**src/rtl/cpu_types_pkg.sv**
```systemverilog
// ----------------------------------------------------------------------------
// cpu_types_pkg
//   Shared CPU-side types: the machine word, the RAM model handshake state,
//   the memory arbiter state encoding and the arbiter's default constants.
// ----------------------------------------------------------------------------
package cpu_types_pkg;

    typedef logic [31:0] word_t;

    // RAM model handshake: ACCESS marks the cycle in which ramload is valid
    // (read) or the write has been committed.
    typedef enum logic [1:0] {
        FREE   = 2'd0,
        BUSY   = 2'd1,
        ACCESS = 2'd2,
        ERROR  = 2'd3
    } ramstate_t;

    typedef enum logic [1:0] {
        IDLE = 2'd0,
        DACC = 2'd1,
        IACC = 2'd2,
        HIT  = 2'd3
    } arb_state_t;

    localparam word_t BAD_WORD_DEFAULT       = 32'hBAD1BAD1;
    localparam int    TIMEOUT_CYCLES_DEFAULT = 16;

endpackage : cpu_types_pkg

```
**src/rtl/access_timer.sv**
```systemverilog
// ----------------------------------------------------------------------------
// access_timer
//   Watchdog for one RAM access. Counts cycles while enabled and raises
//   expired in the cycle where the count reaches TIMEOUT_CYCLES-1.
//
// Ports:
//   clk      in   clock, rising edge
//   rst      in   asynchronous reset, active-high
//   clear    in   synchronous clear (takes precedence over enable)
//   enable   in   count this cycle
//   expired  out  count == TIMEOUT_CYCLES-1
// ----------------------------------------------------------------------------
module access_timer #(
    parameter int TIMEOUT_CYCLES = 16
) (
    input  logic clk,
    input  logic rst,
    input  logic clear,
    input  logic enable,
    output logic expired
);

    localparam int W = $clog2(TIMEOUT_CYCLES) + 1;

    logic [W-1:0] count;

    assign expired = (count == W'(TIMEOUT_CYCLES - 1));

    // Saturates at the expiry value so a stalled owner can never wrap the
    // counter back into the "not expired" range.
    // NOTE: state registers use non-blocking assignments so every flop samples
    // pre-edge values regardless of block ordering in simulation.
    always_ff @(posedge clk or posedge rst) begin
        if (rst) begin
            count <= '0;
        end else if (clear) begin
            count <= '0;
        end else if (enable && !expired) begin
            count <= count + 1'b1;
        end
    end

endmodule : access_timer

```
**src/rtl/memory_arbiter.sv**
```systemverilog
// ----------------------------------------------------------------------------
// memory_arbiter
//   Serves instruction-fetch and data requests from the datapath onto a
//   single-port RAM. Data requests have strict priority. Each completed
//   access returns a one-cycle ihit/dhit pulse with registered load data,
//   followed by a mandatory HIT cycle so a still-held request is not
//   re-issued. A watchdog forces completion with BAD_WORD and sets merr.
//
// Ports:
//   CLK       in   clock, rising edge
//   nRST      in   asynchronous reset, active-high (name kept from codebase)
//   iREN      in   instruction read request, held until ihit
//   iaddr     in   instruction address
//   dREN      in   data read request, held until dhit
//   dWEN      in   data write request, held until dhit (wins over dREN)
//   daddr     in   data address
//   dstore    in   data write value
//   ihit      out  one-cycle pulse: instruction access complete
//   iload     out  fetched instruction, held after ihit
//   dhit      out  one-cycle pulse: data access complete
//   dload     out  read data, held after dhit
//   ramREN    out  RAM read strobe
//   ramWEN    out  RAM write strobe
//   ramaddr   out  RAM address (latched at request acceptance)
//   ramstore  out  RAM write data (latched at request acceptance)
//   ramload   in   RAM read data
//   ramstate  in   RAM handshake state
//   merr      out  sticky error: timeout or ramstate ERROR seen
// ----------------------------------------------------------------------------
module memory_arbiter
    import cpu_types_pkg::*;
#(
    parameter int    TIMEOUT_CYCLES = TIMEOUT_CYCLES_DEFAULT,
    parameter word_t BAD_WORD       = BAD_WORD_DEFAULT
) (
    input  logic      CLK,
    input  logic      nRST,
    input  logic      iREN,
    input  word_t     iaddr,
    input  logic      dREN,
    input  logic      dWEN,
    input  word_t     daddr,
    input  word_t     dstore,
    output logic      ihit,
    output word_t     iload,
    output logic      dhit,
    output word_t     dload,
    output logic      ramREN,
    output logic      ramWEN,
    output word_t     ramaddr,
    output word_t     ramstore,
    input  word_t     ramload,
    input  ramstate_t ramstate,
    output logic      merr
);

    arb_state_t state;
    logic       op_write;   // latched data op: 1 = write, 0 = read
    logic       in_access;
    logic       expired;
    logic       d_req;

    assign d_req     = dREN | dWEN;
    assign in_access = (state == DACC) || (state == IACC);

    // Strobes are a pure decode of registered state, so they are glitch-free
    // and drop together with the state on an asynchronous reset.
    assign ramREN = (state == IACC) || ((state == DACC) && !op_write);
    assign ramWEN = (state == DACC) && op_write;

    // Cleared whenever no access is in flight, so every access starts at 0.
    access_timer #(
        .TIMEOUT_CYCLES(TIMEOUT_CYCLES)
    ) u_timer (
        .clk     (CLK),
        .rst     (nRST),
        .clear   (!in_access),
        .enable  (in_access),
        .expired (expired)
    );

    always_ff @(posedge CLK or posedge nRST) begin
        if (nRST) begin
            state    <= IDLE;
            op_write <= 1'b0;
            ihit     <= 1'b0;
            dhit     <= 1'b0;
            iload    <= '0;
            dload    <= '0;
            ramaddr  <= '0;
            ramstore <= '0;
            merr     <= 1'b0;
        end else begin
            // NOTE: hits default low every cycle; only a completing transition
            // raises one, which makes them single-cycle pulses by construction.
            ihit <= 1'b0;
            dhit <= 1'b0;

            case (state)
                IDLE: begin
                    if (d_req) begin
                        ramaddr  <= daddr;
                        ramstore <= dstore;
                        op_write <= dWEN;
                        state    <= DACC;
                    end else if (iREN) begin
                        ramaddr <= iaddr;
                        state   <= IACC;
                    end
                end

                DACC: begin
                    if (ramstate == ACCESS) begin
                        if (!op_write) begin
                            dload <= ramload;
                        end
                        dhit  <= 1'b1;
                        state <= HIT;
                    end else if ((ramstate == ERROR) || expired) begin
                        dload <= BAD_WORD;
                        dhit  <= 1'b1;
                        merr  <= 1'b1;
                        state <= HIT;
                    end else if (!d_req) begin
                        state <= IDLE;
                    end
                end

                IACC: begin
                    if (ramstate == ACCESS) begin
                        iload <= ramload;
                        ihit  <= 1'b1;
                        state <= HIT;
                    end else if ((ramstate == ERROR) || expired) begin
                        iload <= BAD_WORD;
                        ihit  <= 1'b1;
                        merr  <= 1'b1;
                        state <= HIT;
                    end else if (!iREN) begin
                        state <= IDLE;
                    end
                end

                // Requests are ignored here: the requester only drops its
                // request after seeing the hit, so IDLE must not see it yet.
                HIT: state <= IDLE;

                default: state <= IDLE;
            endcase
        end
    end

endmodule : memory_arbiter

```
**config.mk**
```make
export PLATFORM = sky130hd
export DESIGN_NAME = memory_arbiter
export DESIGN_NICKNAME = d
export VERILOG_FILES = /design/src/rtl/cpu_types_pkg.sv /design/src/rtl/access_timer.sv /design/src/rtl/memory_arbiter.sv
export SDC_FILE = /design/constraint.sdc
export NUM_CORES = 1
export LEC_CHECK = 0
export BUFFER_PORTS_ARGS = -buffer_cell sky130_fd_sc_hd__buf_2
export CAP_MARGIN = 0
export CORE_MARGIN = 2
export CORE_UTILIZATION = 52
export CTS_BUF_LIST = sky130_fd_sc_hd__clkbuf_4
export DETAILED_ROUTE_END_ITERATION = 16
export PLACE_DENSITY = 0.87
export SLEW_MARGIN = 30
export SYNTH_ARGS = -nofsm -noshare
export SYNTH_HDL_FRONTEND = slang
export SYNTH_SLANG_ARGS = --single-unit
```
**constraint.sdc**
```tcl
create_clock -name CLK -period 9.5 [get_ports CLK]
set_input_delay 0 -clock CLK [delete_from_list [all_inputs] [get_ports CLK]]
set_output_delay 0 -clock CLK [all_outputs]
set_load 0.05 [all_outputs]
```
# --- Word-level counts from Yosys, hierarchy flattened ---
# Index checks and enable logic that the tools add are counted.
word_totals:
  register_bits: 139
  inputBits: 135
  out_inout_bits: 133
  wordCells: 63
classes:
  addsub: 1
  n_eq_ne: 11
  n_mux: 21
  bitwise: 2
  n_reduce_logical: 18
op_table:
  columns: ["cell", "count"]
  rows:
  - ["2-to-1 mux 32 bit", 6]
  - ["2-to-1 mux 2 bit", 8]
  - ["2-to-1 mux 5 bit", 2]
  - ["AND reduction 3 bit", 3]
  - ["equality test 2 bit, second input constant", 4]
  - ["inequality test 4 x 2 -> 1 bit, second input constant", 2]
  - ["case mux 2 bit (4 select lines)", 1]
  - ["AND reduction 2 bit", 3]
  - ["adder 5 x 1 -> 5 bit, second input constant", 1]
  - ["equality test 5 x 4 -> 1 bit, second input constant", 1]
  - ["2-to-1 mux 1 bit", 4]
  - ["inequality test 2 bit, second input constant", 2]
  - ["nonzero test 2 bit", 2]
  - ["logical AND 1 bit", 3]
  - ["logical OR 1 bit", 3]
  - ["inequality test 3 bit, second input constant", 1]
  - ["equality test 2 x 1 -> 1 bit, second input constant", 1]
  - ["zero test 1 bit", 2]
  - ["zero test 2 bit", 1]
  - ["OR reduction 2 bit", 1]
  - ["inverter 1 bit", 1]
  - ["bitwise OR 1 bit", 1]

# --- Longest topological paths before layout ---
# Gate-level depths: netlist (run 1).
depth:
  depth_word: 5
  mapped_depth: 8
  depth_no_buf: 6

# --- Hierarchy ---
# A second synthesis (run 1) with hierarchy kept.
unflattened:
  hier_cells: 458
  hier_area_um2: 5929.4
modules_own_cells:
  columns: ["module", "n_inst", "cells_per_inst", "area_each_um2", "seq_area_each_um2"]
  rows:
  - ["memory_arbiter", 1, 434, 5665.4, 3353.2]
  - ["access_timer", 1, 24, 264.0, 125.1]

# --- Worst setup path before layout (run 1) ---
# OpenSTA, ideal clock, no wires.
synth_timing:
  path_type: "register to register"
  start: "register u_timer.count[0]"
  end: "register iload[0]"
  setup_time_ns: 0.121
  arrival_time_ns: 1.831
  required_ns: 9.379
  slack_ns: 7.548
  stages_incl_launch_ff: 9
  path_buffers: 2
  synth_period_minus_slack_ns: 1.952
  path_cell_list: "dfrtp_1 > ha_1 > and3_1 > ha_1 > buf_2 > o21ai_2 > inv_2 > buf_2 > o22a_1"
synth_via:
  elab_chain_cells: 4
synth_rtl:
  columns: ["element", "line_no", "source"]
  rows:
  - ["from (decl)", "access_timer.sv:25", "logic [W-1:0] count;"]
  - ["from (signal assigned)", "access_timer.sv:39", "count <= count + 1'b1;"]
  - ["equality test 5 x 4 -> 1 bit", "access_timer.sv:27", "assign expired = (count == W'(TIMEOUT_CYCLES - 1));"]
  - ["logical OR 1 bit", "memory_arbiter.sv:134", "end else if ((ramstate == ERROR) || expired) begin"]
  - ["nonzero test 2 bit (no source line)", null, null]
  - ["AND reduction 2 bit (no source line)", null, null]
  - ["to (signal assigned)", "memory_arbiter.sv:131", "iload <= ramload;"]
  - ["to (decl)", "memory_arbiter.sv:45", "output word_t iload,"]
# Every way passes these cells.
# A chain may end at the register's enable or synchronous reset.

# --- Worst setup path in the final report (run 1) ---
layout_timing:
  start: "register u_timer.count[0]"
  end: "register iload[22]"
# The elaborated chain is that of the path after synthesis.

==> results of run 1 <==
==> repair_timing <==
item | in CTS | in global routing
hold endpoints to repair | 186 | 0
endpoints found under the setup margin | 0 | 0
setup buffers | 0 | 0
hold buffers | 132 | 0
==> through the flow <==
stage                     cells  util, %  total power [µW]  cell area (µm²)  worst slack, ps
after global placement      841     66.6              2700             7320             7130
final                      1006     82.4              3310             9050             6990
after global routing       1006     82.4              3440             9050             6830
after detailed placement    843     67.1              2760             7370             7030
after CTS                  1005     82.2              3250             9030             7010
after floorplan             456        -              2340             5920             5780
==> where the power goes <==
| part | switching, µW | leakage [µW] | internal, µW |
|---|---|---|---|
| clock | 212 | 0.000176 | 235 |
| combinational | 1330 | 0.00254 | 512 |
| sequential | 167 | 0.00163 | 852 |
| total | 1710 | 0.00435 | 1600 |
==> flip-flops by register name (all words and copies together), names as in the netlist <==
register / flops
dload: 32
iload: 32
ramaddr: 32
ramstore: 32
u_timer.count: 5
state: 2
dhit: 1
ihit: 1
merr: 1
op_write: 1
==> worst paths after layout <==
check	startpoint	endpoint	slack, ps	cells after the start
min in group asynchronous	nRST	ramstore[28]	70	3
setup / recovery	u_timer.count[0]	iload[22]	6990	6
hold reg to reg	merr	merr	480	1
hold / removal	dREN	op_write	30	4
max in group asynchronous	nRST	iload[2]	8300	5
setup reg to reg	u_timer.count[0]	iload[22]	6990	6
==> critical path, stage by stage (launching register included) <==
cell	delay, ps
dfrtp_1	430
ha_1	230
and3_1	190
ha_1	330
o21ai_2	600
inv_2	330
o22a_1	290
==> per-layer routing <==
layer	global-route usage [%]	up-vias	wire, µm
met1	35.1	2661	6950
met2	57.2	292	10000
met4	13.3	0	665
met3	8.15	55	1330
li1	-	2375	-
met5	0	-	0
==> cells in the mapped netlist (all sizes together) (2+ instances only) <==
cell type and number:
nand2 51, nor2b 2, inv 21, nand2b 20, dfrtp 139, xnor2 3, a21o 2, nor2 2
o21ai 36, mux2i 49, ha 6, a22o 14, o22a 18, buf 23, a2bb2oi 2, mux2 51
clkbuf 3, and2 6
==> cell type report <==
type                       instances  share of cell area [%]
timing repair buffer             406                    30.6
sequential                       139                    38.4
multi-input combinational        270                    24.4
inverter                          21                   0.926
clock buffer                      18                    1.49
clock inverter                    12                    2.18
tap                              140                    1.93
==> cell families (layout without fill, tap and decap cells) <==
family / count (synthesis) / count (layout) / share of synthesized area, %
XOR/XNOR: 3 / 3 / 0.444
flip-flops: 139 / 139 / 58.8
adder cells (fa/ha/maj): 6 / 6 / 1.27
AO/OA/AOI/OAI: 75 / 75 / 9.34
multiplexers: 100 / 100 / 19.0
buffers and inverters: 47 / 457 / 4.02
AND/OR/NAND/NOR: 86 / 86 / 7.17
==> flow_summary.ini, run 1 <==
[timing]
fmax_mhz = 399
max_slew_margin_pct = 53.9
holdWs_ps = 27.5
skew_ps = 16.8
finalSetupTns_ps = 0
rsz0062_at_grt = no
min_period_over_period_pct = 26.4
hold_viol_final = 0
period_needed_ps = 2510
worstMarginPinSlew_ps = 689
drv_slew = 0
report.final.setup_viol = 0

[cts]
clock_sink_count = 139
path_clk_slew_ps = 110
clock_latency_ps = 520
cts_tree = built
cts_max_level = 4
cts_buffers = 17
cts.path.max_buffers = 2
clockRootBuffer = clkbuf_4
cts_resized = 0

[worst_setup_path]
crit_required_ps = 9900
critPathArrivalTime_ps = 2910
worst_setup_path_start_kind = flip-flop
critPathKind = flip-flop to flip-flop
end_kind = flip-flop
cp_max_fo = 19

[floorplan]
dieArea_um2 = 12300
io-pin-count = 268
coreArea_um2 = 11000
start_util_pct = 53.9
dieHeight_um = 111
die-width_um = 111
row_count = 38

[synth]
synthTopCellsByArea = dfrtp_1 59%, mux2i_1 8.3%, mux2_2 6.7%
synth_cells = 456
synth-async-reset-ratio_pct = 100
yosys_warnings = 0
synth_top_flop_cell = dfrtp_1
synth_top_cell_by_area = dfrtp_1
syn_nets = 597
synth_edf_count = 0
synth.avg_cell_area_um2 = 13.0
synth_area_um2 = 5920
yosysSeqAreaShare_pct = 58.8
synth_top_cell_area_share_pct = 58.8
synth-seq-cells = 139
post_synth_num_cell_types = 34

[outcome]
status = finished, final reports clean

[route]
viasPerCell = 5.35
drtAntennaViolNets = 0
first_pass_iters = 5
avgRoutedWirePerCell_um = 18.9
via_count = 5383
drc = 0
drt_iter0_markers = 384
drt_wl_total_um = 19000

[place]
gp_congestion = 0.839
port_buffers = 267
hpwl_um = 10800

[power_and_ir_drop]
ir_worst_vdd_uv = 276
p_leak_uw = 0.00435
power.density_nw_per_um2 = 365

[finish]
final_layout_size_suffix_gt1_share_pct = 42.0
multiInputGateArea_um2 = 2210
syn2layout_area_growth_pct = 52.9
diodes = 0
fin_nets = 996
fillers = 569
layout_common_cells = 267 x buf_2, 139 x dfrtp_1, 132 x dlygate4sd3_1
final_common_cell = buf_2
regArea_um2 = 3480

[grt]
grt_pass1_vias = 5998
antenna_found_initial = 0
track_usage_pct = 31.6
grt_first_pass_wirelength_um = 30600
grt.overflow.total = 0
grt_max_degree = 65

[min_path]
min_path_type = input port to flip-flop

[job]
cap_violations = 0
Power figures use the tool's default switching activity.
==> run 2: changes to the inputs <==
--- a/config.mk
+++ b/config.mk
@@ -8,10 +8,10 @@
 export BUFFER_PORTS_ARGS = -buffer_cell sky130_fd_sc_hd__buf_2
 export CAP_MARGIN = 0
 export CORE_MARGIN = 2
-export CORE_UTILIZATION = 52
+export CORE_UTILIZATION = 44
 export CTS_BUF_LIST = sky130_fd_sc_hd__clkbuf_4
 export DETAILED_ROUTE_END_ITERATION = 16
-export PLACE_DENSITY = 0.87
+export PLACE_DENSITY = 0.79
 export SLEW_MARGIN = 30
 export SYNTH_ARGS = -nofsm -noshare
 export SYNTH_HDL_FRONTEND = slang
==> constraint.sdc (replaced) <==
create_clock -name CLK -period 2.1 [get_ports CLK]
set_input_delay 0 -clock CLK [delete_from_list [all_inputs] [get_ports CLK]]
set_output_delay 0 -clock CLK [all_outputs]
set_load 0.05 [all_outputs]
==> flow_summary.ini, run 2 (synthesis results as in run 1) <==
[min_path]
min-delay-start = iREN
min_path_type = input port to flip-flop
hold_depth = 4

[timing]
drv_slew = 0
max_slew_margin_pct = 62.6
min_period_over_period_pct = 91.2
post-route-worst-setup-slack_ps = 185
period_needed_ps = 1920
fmax_mhz = 522
skew_ps = 20.4
hold_viol_final = 0
report.final.setup_viol = 0
worstMarginPinSlew_ps = 560
rsz0062_at_grt = no

[power_and_ir_drop]
power.density_nw_per_um2 = 1630
ir_worst_vdd_uv = 1160
total_power_uw = 15000
p_leak_uw = 0.00440

[worst_setup_path]
critPathArrivalTime_ps = 2330
end_kind = flip-flop
r2r-start = u_timer.count[0]
critPathKind = flip-flop to flip-flop
cp_max_fo = 15
path_cells = ha_1 > and3_1 > ha_1 > o21ai_1 > a21oi_4 > buf_12 > mux2_4
crit_required_ps = 2520
cpMostUsedCell = ha_1
max_stage_delay_ps = 410
cp-startpoint = u_timer.count[0]
slowest_stage = dfrtp_1
rr_worst_depth = 7
worst_setup_path_start_kind = flip-flop

[route]
viasPerCell = 5.06
drt_iter0_markers = 387
avgRoutedWirePerCell_um = 17.1
via_count = 5335
drc = 0
drt_wl_total_um = 18100
first_pass_iters = 5
drtAntennaViolNets = 0

[finish]
final_common_cell = buf_2
fin_nets = 1007
syn2layout_area_growth_pct = 55.1
layout_common_cells = 267 x buf_2, 139 x dfrtp_1, 134 x dlygate4sd3_1
final_layout_size_suffix_gt1_share_pct = 42.8
diodes = 0

[grt]
grt-busiest-layer = met2
grt_max_degree = 73
grt_pass1_vias = 5619
track_usage_pct = 24.9
grt.met2_usage_pct = 44.1
grt.overflow.total = 0
grt_use_met3_pct = 6.08
grt.met1_usage_pct = 28.6
grt_first_pass_wirelength_um = 27900
antenna_found_initial = 0

[place]
port_buffers = 267
hpwl_um = 10700
gp_congestion = 0.796
post-place-ws_ps = -269

[floorplan]
io-pin-count = 268
row_count = 42
die-width_um = 120
coreArea_um2 = 13200
dieHeight_um = 120
start_util_pct = 44.9
dieArea_um2 = 14400

[job]
cap_violations = 0

[cts]
clock_latency_ps = 540
path_clk_slew_ps = 120
cts_buffers = 17
clock_sink_count = 139
cts_max_level = 4
clockRootBuffer = clkbuf_4
cts_tree = built
cts.path.max_buffers = 2

[outcome]
status = finished, final reports clean
-- run 2: where the power goes --
part | switching, µW | internal [µW] | total [µW] | leakage, µW
combinational | 5960 | 2380 | 8340 | 0.00258
clock | 1050 | 991 | 2050 | 0.000185
sequential | 724 | 3850 | 4570 | 0.00163
-- run 2: worst paths after layout --
| kind | to | slack (ps) |
|---|---|---|
| hold reg to reg | merr | 490 |
| max in group asynchronous | ramaddr[0] | 1630 |
| setup / recovery | dload[23] | 180 |
| hold / removal | state[1] | 100 |
| min in group asynchronous | iload[18] | 140 |
| setup reg to reg | dload[23] | 180 |
-- run 2: cell type report --
cell class	count	area (µm²)
fill	835	4010
multi-input combinational	270	2210
timing repair buffer	417	2850
inverter	21	82.6
clock inverter	14	209
sequential	139	3480
tap	176	220
clock buffer	18	135
-- run 2: timing repair --
item | CTS | global route
setup endpoints to repair | 32 | 0
buffers inserted | 2 | 0
endpoints found under the hold margin | 272 | 0
gates resized for setup | 0 | 0
hold buffers | 134 | 0
-- run 2: per-layer routing --
metal,routed length [µm],vias up
li1,-,2400
met1,7070,2610
met2,9250,282
met3,1330,43
met4,442,0
met5,0,-
-- run 2: worst max-delay path: cells and delay by family, from the launching register on --
kind | cells | cell delay (ps)
compound gates | 2 | 330
buf+inv | 1 | 170
flops | 1 | 410
fa+ha+maj | 2 | 410
mux | 1 | 290
simple gates | 1 | 180
-- run 2: metrics by stage --
stage | instance area (µm²) | hold WS (ps) | cells | util, % | TNS, ps
after global routing | 9180 | 72.8 | 1055 | 69.6 | 0
after floorplan | 5920 | 126 | 456 | - | 0
after detailed placement | 7470 | 158 | 887 | 56.6 | -3950
after CTS | 9180 | 33.3 | 1055 | 69.6 | 0
after global placement | 7470 | 151 | 887 | 56.6 | -2050
final | 9180 | 96.8 | 1055 | 69.6 | 0
